===== config.mk =====
export PLATFORM = sky130hd
export DESIGN_NAME = uart_tx_controller
export DESIGN_NICKNAME = d
export VERILOG_FILES = /design/src/rtl/uart_tx_controller.sv
export SDC_FILE = /design/constraint.sdc
export NUM_CORES = 1
export LEC_CHECK = 0
export ABC_AREA = 1
export CORE_ASPECT_RATIO = 1.1
export CORE_UTILIZATION = 40
export CTS_BUF_LIST = sky130_fd_sc_hd__clkbuf_16
export DETAILED_ROUTE_END_ITERATION = 10
export GPL_ROUTABILITY_DRIVEN = 0
export RECOVER_POWER = 25
export SKIP_LAST_GASP = 1
export SYNTH_ARGS = -nofsm -noshare
export SYNTH_HDL_FRONTEND = slang
export SYNTH_SLANG_ARGS = --single-unit

===== constraint.sdc =====
create_clock -name clk_in -period 4.7 [get_ports clk_in]
set_clock_uncertainty 0.1 [all_clocks]
set_input_delay 0.94 -clock clk_in [delete_from_list [all_inputs] [get_ports clk_in]]
set_output_delay 0.94 -clock clk_in [all_outputs]
set_load 0.02 [all_outputs]

===== src/rtl/uart_tx_controller.sv =====
// uart_tx_controller: memory-mapped 8N1 UART transmitter with a byte FIFO.
//
// Ports:
//   clk_in              CPU clock
//   rst_in              synchronous active-high reset
//   cpu_addr_in         byte address, only [3:2] decoded (0 DATA, 1 STATUS, 2/3 reserved)
//   cpu_data_in         write data (DATA: [7:0] byte, STATUS: [3] clears overflow)
//   cpu_write_enable_in byte strobes, only bit 0 used
//   cpu_data_out        registered read data, one cycle latency
//   uart_tx_out         serial line, idle high
//   busy_out            registered: FIFO non-empty or frame in progress
//
// STATUS: [0] full, [1] empty, [2] shifter active, [3] sticky overflow,
//         [4 +: $clog2(FIFO_DEPTH)+1] FIFO count.
module uart_tx_controller #(
   parameter int unsigned CLOCK_FREQ = 50_000_000,
   parameter int unsigned BAUD_RATE  = 115_200,
   parameter int unsigned FIFO_DEPTH = 16
) (
   input  logic        clk_in,
   input  logic        rst_in,
   input  logic [31:0] cpu_addr_in,
   input  logic [31:0] cpu_data_in,
   input  logic [3:0]  cpu_write_enable_in,
   output logic [31:0] cpu_data_out,
   output logic        uart_tx_out,
   output logic        busy_out
);

   localparam int unsigned CYCLES_PER_BIT = CLOCK_FREQ / BAUD_RATE;
   localparam int unsigned PTR_W  = $clog2(FIFO_DEPTH);
   localparam int unsigned CNT_W  = PTR_W + 1;
   localparam int unsigned BCNT_W = (CYCLES_PER_BIT > 1) ? $clog2(CYCLES_PER_BIT) : 1;
   localparam logic [BCNT_W-1:0] BCNT_LAST = BCNT_W'(CYCLES_PER_BIT - 1);
   localparam logic [CNT_W-1:0]  CNT_FULL  = CNT_W'(FIFO_DEPTH);

   typedef enum logic [1:0] {StIdle, StStart, StData, StStop} state_t;

   state_t              state_q, state_d;
   logic [BCNT_W-1:0]   bcnt_q, bcnt_d;
   logic [2:0]          bidx_q, bidx_d;
   logic [7:0]          sr_q, sr_d;
   logic                tx_q, tx_d;
   logic                busy_q, busy_d;
   logic                ovf_q, ovf_d;
   logic [31:0]         rdata_q, rdata_d;
   logic [PTR_W-1:0]    wptr_q, wptr_d, rptr_q, rptr_d;
   logic [CNT_W-1:0]    count_q, count_d;
   logic [7:0]          mem [FIFO_DEPTH];

   logic [1:0]  sel;
   logic        full, empty, pop, push_req, push_ok, ovf_set, ovf_clr;
   logic [7:0]  head;
   logic [31:0] status;

   // Bits outside the decoded bus fields are intentionally ignored.
   logic unused_bus;
   assign unused_bus = ^{cpu_addr_in[31:4], cpu_addr_in[1:0], cpu_data_in[31:8],
                         cpu_write_enable_in[3:1]};

   assign sel   = cpu_addr_in[3:2];
   assign full  = (count_q == CNT_FULL);
   assign empty = (count_q == '0);
   assign head  = mem[rptr_q];

   // Bus side: push, overflow and status snapshot (taken before this cycle's push/pop).
   always_comb begin
      push_req = cpu_write_enable_in[0] && (sel == 2'd0);
      // A full FIFO still accepts a push when the serializer pops in the same cycle.
      push_ok  = push_req && (!full || pop);
      ovf_set  = push_req && full && !pop;
      ovf_clr  = cpu_write_enable_in[0] && (sel == 2'd1) && cpu_data_in[3];
      ovf_d    = ovf_set ? 1'b1 : (ovf_clr ? 1'b0 : ovf_q);

      wptr_d = push_ok ? wptr_q + PTR_W'(1) : wptr_q;
      rptr_d = pop ? rptr_q + PTR_W'(1) : rptr_q;
      case ({push_ok, pop})
         2'b10:   count_d = count_q + CNT_W'(1);
         2'b01:   count_d = count_q - CNT_W'(1);
         default: count_d = count_q;
      endcase

      status            = '0;
      status[0]         = full;
      status[1]         = empty;
      status[2]         = (state_q != StIdle);
      status[3]         = ovf_q;
      status[4 +: CNT_W] = count_q;
      rdata_d = (sel == 2'd1) ? status : 32'h0;

      busy_d = !empty || (state_q != StIdle);
   end

   // Serializer next-state; the line is registered from the current state, so it
   // trails the state by one cycle uniformly and frames stay gapless.
   always_comb begin
      state_d = state_q;
      bcnt_d  = bcnt_q;
      bidx_d  = bidx_q;
      sr_d    = sr_q;
      pop     = 1'b0;
      tx_d    = 1'b1;
      unique case (state_q)
         StIdle: begin
            if (!empty) begin
               pop     = 1'b1;
               sr_d    = head;
               bcnt_d  = '0;
               state_d = StStart;
            end
         end
         StStart: begin
            tx_d = 1'b0;
            if (bcnt_q == BCNT_LAST) begin
               bcnt_d  = '0;
               bidx_d  = 3'd0;
               state_d = StData;
            end else begin
               bcnt_d = bcnt_q + BCNT_W'(1);
            end
         end
         StData: begin
            tx_d = sr_q[bidx_q];
            if (bcnt_q == BCNT_LAST) begin
               bcnt_d = '0;
               if (bidx_q == 3'd7) begin
                  state_d = StStop;
               end else begin
                  bidx_d = bidx_q + 3'd1;
               end
            end else begin
               bcnt_d = bcnt_q + BCNT_W'(1);
            end
         end
         StStop: begin
            tx_d = 1'b1;
            if (bcnt_q == BCNT_LAST) begin
               bcnt_d = '0;
               if (!empty) begin
                  pop     = 1'b1;
                  sr_d    = head;
                  state_d = StStart;
               end else begin
                  state_d = StIdle;
               end
            end else begin
               bcnt_d = bcnt_q + BCNT_W'(1);
            end
         end
         default: state_d = StIdle;
      endcase
   end

   always_ff @(posedge clk_in) begin
      if (rst_in) begin
         state_q <= StIdle;
         bcnt_q  <= '0;
         bidx_q  <= '0;
         sr_q    <= '0;
         tx_q    <= 1'b1;
         busy_q  <= 1'b0;
         ovf_q   <= 1'b0;
         rdata_q <= '0;
         wptr_q  <= '0;
         rptr_q  <= '0;
         count_q <= '0;
      end else begin
         state_q <= state_d;
         bcnt_q  <= bcnt_d;
         bidx_q  <= bidx_d;
         sr_q    <= sr_d;
         tx_q    <= tx_d;
         busy_q  <= busy_d;
         ovf_q   <= ovf_d;
         rdata_q <= rdata_d;
         wptr_q  <= wptr_d;
         rptr_q  <= rptr_d;
         count_q <= count_d;
      end
   end

   // Storage needs no reset: pointers and count define what is valid.
   always_ff @(posedge clk_in) begin
      if (push_ok && !rst_in) begin
         mem[wptr_q] <= cpu_data_in[7:0];
      end
   end

   assign cpu_data_out = rdata_q;
   assign uart_tx_out  = tx_q;
   assign busy_out     = busy_q;

endmodule


Word level (Yosys, flattened, before mapping)
Memories as Yosys holds them, arrays and structs flattened. A register that Yosys moved wholly into a read port is not among the register bits.
Index checks and enable logic that the tools add are counted.
{"block": "op_classes", "n_addsub": 6, "n_lt_le_gt_ge": 1, "eq_ne": 15, "mux": 30, "n_bitwise": 1, "n_reduce_logical": 26}
{"cell": "two-way mux 9 bit", "count": 2}
{"cell": "case mux 9 bit (2 select lines)", "count": 1}
{"cell": "two-way mux 8 bit", "count": 2}
{"cell": "case mux 8 bit (2 select lines)", "count": 1}
{"cell": "inequality test 2 bit, second input constant", "count": 6}
{"cell": "two-way mux 2 bit", "count": 5}
{"cell": "case mux 5 bit (2 select lines)", "count": 1}
{"cell": "nonzero test 2 bit", "count": 5}
{"cell": "adder 9 x 1 -> 9 bit, second input constant", "count": 1}
{"cell": "equality test 9 bit, second input constant", "count": 1}
{"cell": "two-way mux 3 bit", "count": 3}
{"cell": "adder 4 x 1 -> 4 bit, second input constant", "count": 2}
{"cell": "two-way mux 1 bit", "count": 8}
{"cell": "two-way mux 4 bit", "count": 2}
{"cell": "case mux 2 bit (4 select lines)", "count": 1}
{"cell": "logical AND 1 bit", "count": 7}
{"cell": "equality test 2 x 1 -> 1 bit, second input constant", "count": 3}
{"cell": "equality test 2 bit, second input constant", "count": 3}
{"cell": "case mux 3 bit (2 select lines)", "count": 1}
{"cell": "adder 5 x 1 -> 5 bit, second input constant", "count": 1}
{"cell": "equality test 5 bit, second input constant", "count": 1}
{"cell": "zero test 5 bit", "count": 1}
{"cell": "AND reduction 5 bit", "count": 1}
{"cell": "subtractor 5 x 1 -> 5 bit, second input constant", "count": 1}
{"cell": "13 further kinds", "count": 19}
{"block": "word_totals", "regBits": 70, "mem_bits_rw": 128, "in_bits": 70, "out_inout_bits": 34, "word_cells": 92, "mem_count": 1}
{"name": "mem", "words": 16, "width": 8, "read_ports": 1, "rd_ports_with_merged_regs": 1, "write_ports": 1, "line_no": "49", "source": "logic [7:0] mem [FIFO_DEPTH];"}

Depth between registers and ports, before layout
{"block": "logic_depth", "depth_word": 9, "depth_mapped": 19, "mapped_depth_nobuf": 19}

Worst setup path after synthesis
No wires, ideal clock.
{"block": "synth_timing", "kind": "input to register", "startpoint": "input cpu_addr_in[2]", "endpoint": "register count_q[4]", "setup_ps": 115, "t_arrival_ps": 2235, "t_required_ps": 4485, "setup_slack_ps": 2250, "stages": 11, "n_path_buf": 0, "path_cell_list": "nor2_1 nand2_1 nand3_4 inv_1 ha_1 inv_1 nor2_1 nor2_1 nand3_1 a21oi_1 nor2_1"}
{"block": "synth_via", "elab_chain_len": 5, "elab_cells_between_ends": 7, "classes_between": "eq/ne (2); mux (1); reduce/logical (4)"}
{"element": "start, declared", "line_no": "22", "source": "input logic [31:0] cpu_addr_in,"}
{"element": "zero test 2 bit (*)", "line_no": "68", "source": "push_req = cpu_write_enable_in[0] && (sel == 2'd0);"}
{"element": "logical AND 1 bit (*)", "line_no": "68"}
{"element": "logical AND 1 bit (*)", "line_no": "70", "source": "push_ok = push_req && (!full || pop);"}
{"element": "equality test 2 x 1 -> 1 bit / equality test 2 bit (equally long branches)", "line_no": "77", "source": "case ({push_ok, pop})"}
{"element": "case mux 5 bit (2 select lines) / nonzero test 2 bit (equally long branches)"}
{"element": "end signal, assigned", "line_no": "178", "source": "count_q <= count_d;"}
{"element": "end, declared", "line_no": "48", "source": "logic [CNT_W-1:0] count_q, count_d;"}
Every way passes the cells marked *; elsewhere a longest branch is shown, timed or not.
A chain may end at the register's enable or synchronous reset.

Worst setup path in the final report
{"block": "layout_timing", "startpoint": "input rst_in", "endpoint": "memory mem[8][3] (enable)"}
{"block": "layout_via", "elab_chain_len": 4}
{"element": "start, declared", "line_no": "21", "source": "input logic rst_in,"}
{"element": "zero test 1 bit", "line_no": "184", "source": "if (push_ok && !rst_in) begin"}
{"element": "logical AND 1 bit", "line_no": "184"}
{"element": "two-way mux 1 bit", "line_no": "184"}
{"element": "two-way mux 1 bit (not written as such)", "line_no": "185", "source": "mem[wptr_q] <= cpu_data_in[7:0];"}
{"element": "end, declared", "line_no": "49"}
Every way passes these cells.

==> results_dict.tcl <==
set metrics [dict create \
    outcome "finished, final reports clean" \
    yosys_most_used_dff "edfxtp_1" \
    avgSynthCellArea_um2 11.2 \
    postCtsSetupBuffers 0 \
    critPathRequiredTime_ns 4.65 \
    synth_edf_count 128 \
    critPathKind "in2reg" \
    syn_area_um2 7680 \
    yosysWarnings 0 \
    max-vdd-ir-drop_v 0.000282 \
    crit_start "rst_in" \
    setup_viol 0 \
    ioPinCount 104 \
    clkSinkCount 179 \
    grt_overflow_total 0 \
    dp_hpwl_mm 9.93 \
    rows 52 \
    nets 788 \
    whs_ns 0.348 \
    syn_inst 683 \
    vias 4959 \
    grtUsageTotal_pct 16.8 \
    drv_cap 0 \
    slowest_stage "nor2_1" \
    die_h_um 147 \
    first_pass_iters 5 \
    grt_use_met3_pct 3.00 \
    final_antenna_net_count 0 \
    wl_per_cell_um 16.2 \
    finalCritPeriodShare_pct 66.1 \
    async_flop_share_pct 0 \
    port_buffers 23 \
    vias_per_cell 5.18 \
    drive_above_1_share_pct 8.81 \
    syn_to_final_growth_pct 12.8 \
    clk-insertion-delay-late_ns 0.43 \
    htree_levels 4 \
    register_area_um2 4870 \
    cts_tree "built" \
    hold_viol_final 0 \
    met2_usage_pct 26.8 \
    ys_seq_elements 179 \
    cts_hold_buffers 0 \
    worstHoldPathType "reg2reg" \
    cp-end-kind "flip-flop" \
    root_buffer "clkbuf_16" \
    grt_pass1_wl_mm 25.1 \
    grt.busiest_layer "met2" \
    rsz0062_at_grt "no" \
    use_met1_pct 21.9 \
    cp-start-kind "input port" \
    ys_seq_area_share_pct 63.4 \
    ys_types 42 \
    path_buf_inv 3 \
    max_stage_delay_ns 0.79 \
    period_needed_ns 3.11 \
    setup-tns-final_ns 0 \
    worst_pin_slew_ns 1.07 \
    clk_pin_slew_ns 0.07 \
    cts_max_path_buffers 2 \
    fp.dieW_um 134 \
    drt-total-wl_mm 15.5 \
    finalMaxSlewViolations 0 \
    r2r_start "state_q[0]$_SDFFE_PP0P_" \
    crit_family "buffers and inverters" \
    cts.repair.resized 0 \
    slew-limit-headroom_pct 28.5 \
    fp.coreArea_um2 18600 \
    num-fill-cells 1683 \
    power.static_leakage_uw 0.00301 \
    cp.arrival_ns 3.06 \
    drcViolationCount 0 \
    die_area_um2 19700 \
    max_freq_ghz 0.322 \
    cp_max_fo 24 \
    initial_core_util_pct 41.3 \
    first_global_vias 4876 \
    power.density_nw_per_um2 502 \
    diodes 0 \
    antenna_found_initial 0 \
    dr.first_iter.drc_count 333 \
    path_cells "dlygate4sd3_1 > buf_4 > clkinv_1 > nand3_1 > nor2_1" \
    multiInputGateArea_um2 2350 \
    numCtsBuffers 17 \
    grt_max_degree 65 \
    hold_start "ovf_q$_SDFFE_PP0P_" \
]
==> Yosys cell counts, types with 22 or more instances <==
master / n / area share, %
o21ai_0: 50 / 3.3
mux2i_1: 22 / 2.9
dfxtp_1: 51 / 13
edfxtp_1: 128 / 50
inv_1: 59 / 2.9
nor2_1: 99 / 4.8
a21oi_1: 33 / 2.2
o221ai_1: 22 / 2.5
nand3_1: 26 / 1.7
buf_4: 23 / 2.2
nand2_1: 48 / 2.3
==> cell type report <==
cell class / instances / area share [%]
Clock inverter: 12 / 1.24
Clock buffer: 20 / 5.78
Multi-Input combinational cell: 408 / 27.2
Inverter: 68 / 3.01
Tap cell: 243 / 3.51
Timing Repair Buffer: 28 / 3.09
Sequential cell: 179 / 56.2
==> layer usage <==
| metal | part of all wire (%) | vias up | wire [um] |
|---|---|---|---|
| met5 | 0 | - | 0 |
| met4 | 2.6 | 0 | 401 |
| met3 | 4.2 | 26 | 657 |
| met2 | 47 | 149 | 7240 |
| met1 | 46 | 2362 | 7180 |
| li1 | - | 2422 | - |
==> through the flow <==
step           utilization [%]  instances  total power, uW  worst slack, ns  cell area (um^2)
3_3_place_gp              43.3        926             2940             1.33              8050
3_5_place_dp              43.3        926             2970             1.24              8050
6_report                  46.5        958             4350             1.59              8660
5_1_grt                   46.5        958             4590             1.45              8660
4_1_cts                   46.5        958             4390             1.70              8660
2_1_floorplan                -        705             2710             2.25              7760
==> report_power, final <==
part | total (uW) | internal [uW] | switching [uW]
clock | 1420 | 790 | 630
combinational | 1070 | 357 | 717
sequential | 1860 | 1770 | 84.6
==> cell families after synthesis <==
family	Yosys count	share of synthesized area, %
AO/OA/AOI/OAI	149	12.3
adder cells (fa/ha/maj)	16	2.61
other	1	0.0489
buffers and inverters	118	7.07
flip-flops	179	63.4
AND/OR/NAND/NOR	198	11.7
multiplexers	22	2.87
==> final timing paths <==
check	endpoint	slack [ns]	cells past startpoint
worst min-delay path	cpu_data_out[3]$_SDFF_PP0_	0.35	2
worst max register to register	mem[8][3]$_DFFE_PP_	1.87	11
worst max-delay path	mem[8][3]$_DFFE_PP_	1.59	5
worst min register to register	cpu_data_out[3]$_SDFF_PP0_	0.35	2
==> registers in the layout, summed over array words and instances, names as in the netlist, named ones only <==
register and count:
bcnt_q 9, bidx_q 3, busy_out 1, count_q 5
cpu_data_out 9, mem 128, ovf_q 1, rptr_q 4
sr_q 8, state_q 2, uart_tx_out 1, wptr_q 4
==> worst register-to-register path: cells and delay by family (launching register included) <==
family | cells | cell delay [ns]
adders and majority gates | 1 | 0.31
buffers and inverters | 4 | 0.40
DFF | 1 | 0.43
and+or+nand+nor | 6 | 1.20
==> cells in the final DEF (no fill, tap or decap), types with 6 or more instances in the layout <==
cell type,synthesis,final
edfxtp_1,128,128
nor2_1,99,99
inv_1,59,59
o21ai_0,50,50
dfxtp_1,51,50
nand2_1,48,48
a21oi_1,33,33
nand3_1,26,26
conb_1,1,23
mux2i_1,22,22
o221ai_1,22,22
clkbuf_16,0,20
ha_1,16,16
clkdlybuf4s50_1,0,16
o21ai_1,10,10
o32ai_1,10,10
o211ai_1,10,10
dlygate4sd3_1,0,7
inv_2,6,6
nand2_4,6,6
No activity file was read; power rests on OpenSTA's default activity.
